**src/rtl/mem_arbiter_pkg.sv**
```systemverilog
// Shared definitions for the memory arbiter: FSM state encoding and helpers.
package mem_arbiter_pkg;

  typedef enum logic [2:0] {
    IDLE   = 3'd0,
    D_ADDR = 3'd1,
    D_WAIT = 3'd2,
    I_ADDR = 3'd3,
    I_WAIT = 3'd4
  } arb_state_e;

  function automatic logic is_addr_state(input arb_state_e s);
    return (s == D_ADDR) || (s == I_ADDR);
  endfunction

endpackage

```
**src/rtl/mem_arbiter.sv**
```systemverilog
// Arbitrates the fetch and mem-stage ports onto one shared memory request
// channel; data accesses win ties, fetches are not starved.
module mem_arbiter
  import mem_arbiter_pkg::*;
#(
  parameter int ADDR_W = 32,
  parameter int DATA_W = 32
) (
  input  logic              clk,
  input  logic              rst,
  input  logic              inst_req,
  input  logic [ADDR_W-1:0] inst_addr,
  output logic [DATA_W-1:0] inst_rdata,
  output logic              inst_ok,
  input  logic              data_req,
  input  logic              data_wr,
  input  logic [ADDR_W-1:0] data_addr,
  input  logic [DATA_W-1:0] data_wdata,
  output logic [DATA_W-1:0] data_rdata,
  output logic              data_ok,
  output logic              mem_req,
  output logic              mem_wr,
  output logic [ADDR_W-1:0] mem_addr,
  output logic [DATA_W-1:0] mem_wdata,
  input  logic              mem_addr_ok,
  input  logic              mem_data_ok,
  input  logic [DATA_W-1:0] mem_rdata,
  output logic              stall
);

  arb_state_e state_q, state_d;
  logic       grant_d, grant_i;
  logic       inst_done_q, data_done_q;
  logic       inst_done, data_done, all_done;
  logic       inst_elig, data_elig;
  logic       inst_fin, data_fin;

  // A side stays "done" until the pipeline advances, so a still-held request
  // that already completed is neither re-granted nor allowed to keep stalling.
  assign inst_done = inst_ok | inst_done_q;
  assign data_done = data_ok | data_done_q;
  assign all_done  = (~inst_req | inst_done) & (~data_req | data_done);
  assign stall     = (inst_req | data_req) & ~all_done;
  assign inst_elig = inst_req & ~inst_done;
  assign data_elig = data_req & ~data_done;

  assign inst_fin  = (state_q == I_WAIT) && mem_data_ok;
  assign data_fin  = (state_q == D_WAIT) && mem_data_ok;
  assign mem_req   = is_addr_state(state_q);

  always_comb begin
    state_d = state_q;
    grant_d = 1'b0;
    grant_i = 1'b0;
    unique case (state_q)
      IDLE: begin
        if (data_elig) begin
          state_d = D_ADDR;
          grant_d = 1'b1;
        end else if (inst_elig) begin
          state_d = I_ADDR;
          grant_i = 1'b1;
        end
      end
      D_ADDR: if (mem_addr_ok) state_d = D_WAIT;
      D_WAIT: if (mem_data_ok) state_d = IDLE;
      I_ADDR: if (mem_addr_ok) state_d = I_WAIT;
      I_WAIT: if (mem_data_ok) state_d = IDLE;
      default: state_d = IDLE;
    endcase
  end

  always_ff @(posedge clk or negedge rst) begin
    if (!rst) begin
      state_q     <= IDLE;
      mem_wr      <= 1'b0;
      mem_addr    <= '0;
      mem_wdata   <= '0;
      inst_ok     <= 1'b0;
      data_ok     <= 1'b0;
      inst_rdata  <= '0;
      data_rdata  <= '0;
      inst_done_q <= 1'b0;
      data_done_q <= 1'b0;
    end else begin
      state_q     <= state_d;
      inst_ok     <= inst_fin;
      data_ok     <= data_fin;
      inst_done_q <= stall & inst_done;
      data_done_q <= stall & data_done;
      if (grant_d) begin
        mem_addr  <= data_addr;
        mem_wr    <= data_wr;
        mem_wdata <= data_wdata;
      end else if (grant_i) begin
        mem_addr  <= inst_addr;
        mem_wr    <= 1'b0;
      end
      if (inst_fin)            inst_rdata <= mem_rdata;
      if (data_fin && !mem_wr) data_rdata <= mem_rdata;
    end
  end

endmodule

```
**config.mk**
```make
export PLATFORM = sky130hd
export DESIGN_NAME = mem_arbiter
export DESIGN_NICKNAME = d
export VERILOG_FILES = /design/src/rtl/mem_arbiter_pkg.sv /design/src/rtl/mem_arbiter.sv
export SDC_FILE = /design/constraint.sdc
export NUM_CORES = 1
export LEC_CHECK = 0
export ABC_CLOCK_PERIOD_IN_PS = 2200
export BUFFER_PORTS_ARGS = -buffer_cell sky130_fd_sc_hd__buf_2
export CORE_MARGIN = 2
export CORE_UTILIZATION = 47
export DETAILED_ROUTE_END_ITERATION = 10
export HOLD_SLACK_MARGIN = 0.1
export PLACE_DENSITY_LB_ADDON = 0.2
export SYNTH_ARGS = -nofsm -noshare
export SYNTH_HDL_FRONTEND = slang
export SYNTH_SLANG_ARGS = --single-unit
```
**constraint.sdc**
```tcl
create_clock -name clk -period 2.2 [get_ports clk]
set_input_delay 0.44 -clock clk [delete_from_list [all_inputs] [get_ports clk]]
set_output_delay 0.44 -clock clk [all_outputs]
set_load 0.02 [all_outputs]
```
==> reports/metrics.yaml <==
floorplan:
  die_area_um2: 13600
  die_w_um: 117
  io_pins: 268
  fp-row-count: 41
  die_h_um: 117
  initial_utilization_pct: 47.7
  core_um2: 12500
clock_network:
  numCtsBuffers: 17
  clkLatencyLatePin_ns: 0.41
  clockRootBuffer: "clkbuf_16"
  htree_levels: 4
  tritoncts: "built"
  cts_resized: 0
  path_clk_slew_ns: 0.06
  cts.sinks: 136
  cts_buffer_depth: 2
place:
  io_buffers: 267
  place_inst: 816
  hpwl_mm: 10.9
  gp_congestion: 0.805
synth:
  synth_common_cells: "dfrtp_1, mux2_2, a41oi_1, nor4bb_1, o2bb2ai_1"
  ys_ff_latch: 136
  synth-edff-count: 0
  synthFlopType: "dfrtp_1"
  ys_types: 31
  synthCells: 395
  ys_async_sr_fraction_pct: 100
  synth_area_leader_cell: "dfrtp_1"
  synth_area_leaders: "dfrtp_1, mux2_2, mux2_4"
  yosysSeqAreaShare_pct: 57.0
  synth.most_common_cell: "dfrtp_1"
  synth.avg_cell_area_um2: 15.1
  yosysWarnings: 0
  syn-num-nets: 530
  netlist_area_um2: 5970
  post-synth-top-area-fraction_pct: 57.0
drt:
  wl_met3_mm: 1.38
  highest_layer: "met4"
  wl_met1_mm: 6.01
  wl_met2_mm: 7.57
  dr.first_iter.drc_count: 233
  detail_route.wl_per_cell_um: 18.0
  drt_first_pass_iters: 4
  vias: 4552
  wl_mm: 15.3
  ant_nets: 0
  drc: 0
  drt-vias-per-instance: 5.36
finish:
  instances_no_fill: 850
  area_growth_pct: 35.0
  fill_cells: 1007
  utilization_pct: 64.3
  final_nets: 799
  drive_gt1_share_pct: 62.2
sta:
  fin_crit_sh_pct: 95.5
  period_needed_ns: 2.10
  tightest_slew_ns: 0.613
  max_freq_mhz: 476
  hold_viol_final: 0
  slew_headroom_pct: 59.1
  setup_violations: 0
  grt_setup_unrepaired: "false"
  fin_skew_ns: 0.00596
  finalSetupTns_ns: 0
  slew_viol_final: 0
  fin_hold_ws_ns: 0.251
grt:
  grt_start_max_net_pins: 66
  overflow: 0
  grt_first_pass_wirelength_mm: 23.1
  antenna_found_initial: 1
  grt_pass1_vias: 4589
  grtUsageTotal_pct: 22.2
worst_setup_path:
  crit_family: "simple AND/OR/NAND/NOR gates"
  critPathKind: "flip-flop to primary output"
  cp_num_buf_inv: 2
  end_kind: "primary output"
  required_ns: 1.76
  worstPathMaxFanout: 17
  critPathLaunchType: "flip-flop"
  cp_cell_sequence: "or3b_4, buf_4, nand2_1, buf_2"
  critPathMaxStageDelay_ns: 0.44
  cpMaxStageDelayCell: "or3b_4"
  r2r_slack_ns: 0.34
  crit_arrival_ns: 1.66
pwr:
  p_leak_nw: 3.96
  peakVddDrop_mv: 0.904
  power_density_nw_per_um2: 1590
status:
  status: "finished, final reports clean"
hold_path:
  min_path_type: "input port to flip-flop"
job:
  cap_violations: 0
layer usage:
| layer | track usage (%) | vias to the layer above |
|---|---|---|
| met5 | 0 | - |
| met4 | 9.65 | 0 |
| met3 | 7.78 | 32 |
| li1 | - | 2059 |
| met1 | 26.6 | 2253 |
| met2 | 36.6 | 208 |
power by group:
| group | leakage [nW] | switching (mW) | internal (mW) |
|---|---|---|---|
| Sequential | 1.67 | 0.666 | 3.73 |
| Clock | 0.260 | 1.04 | 1.57 |
| Combinational | 2.02 | 3.29 | 2.52 |
| Total | 3.96 | 5.00 | 7.82 |
through the flow:
step	cell area, µm²	total power, mW	setup slack (ns)
5_1_grt	8050	13.6	0.0270
2_1_floorplan	5970	8.35	0.354
3_3_place_gp	7490	10.1	0.309
4_1_cts	8050	12.9	0.0716
3_5_place_dp	7490	10.3	0.297
6_report	8050	12.8	0.0986
layout by cell type, fill, tap and decap left out, types with 3 or more instances in the layout:
cell        synthesis  layout
buf_2               8     266
dfrtp_1           136     136
mux2_2             65      65
nor4bb_1           32      32
a41oi_1            32      32
o2bb2ai_1          32      32
mux2_4             29      29
clkbuf_16           0      17
buf_4               1      15
clkinv_2            0       6
buf_12              3       6
clkinvlp_4          0       5
nor2_1              5       4
nand2_1             3       3
kinds of logic after synthesis:
kind of cell	Yosys count	share of synthesized area, %
AO/OA/AOI/OAI	72	10.6
AND/OR/NAND/NOR	50	7.67
flip-flops	136	57.0
buffers and inverters	41	4.76
multiplexers	96	19.9
flip-flops by register name (all words and copies together) (netlist names):
register	flops
data_rdata	32
inst_rdata	32
mem_addr	32
mem_wdata	32
state_q	3
data_done_q	1
data_ok	1
inst_done_q	1
inst_ok	1
mem_wr	1
worst paths after layout:
| check | to | cells past startpoint | start |
|---|---|---|---|
| worst max-delay path | stall | 4 | data_done_q |
| worst min-delay path | state_q[2] | 2 | mem_data_ok |
| worst max register to register | mem_wr | 4 | state_q[1] |
| worst min register to register | mem_addr[16] | 1 | mem_addr[16] |
| max in group asynchronous | inst_rdata[27] | 3 | rst |
| min in group asynchronous | mem_wdata[11] | 2 | rst |
final cells by class:
type | instances | area (µm²) | area share (%)
Antenna cell | 1 | 2.50 | 0.0311
Inverter | 2 | 7.51 | 0.0932
Tap cell | 172 | 215 | 2.67
Timing Repair Buffer | 289 | 1590 | 19.7
Clock buffer | 19 | 443 | 5.50
Clock inverter | 13 | 106 | 1.32
Sequential cell | 136 | 3400 | 42.3
Multi-Input combinational cell | 218 | 2290 | 28.4
timing repair:
| item | in CTS | in global routing |
|---|---|---|
| hold buffers | 1 | 0 |
| buffers inserted | 0 | 0 |
| endpoints found under the hold margin | 59 | 0 |
| endpoints found under the setup margin | 0 | 0 |
worst reg2reg max path, delay by kind of cell, from the launching register on:
family,cells,cell delay [ns]
AO/OA/AOI/OAI,2,0.63
buffers and inverters,1,0.28
flip-flops,1,0.37
AND/OR/NAND/NOR,1,0.47
(Power assumes the default switching activity.)
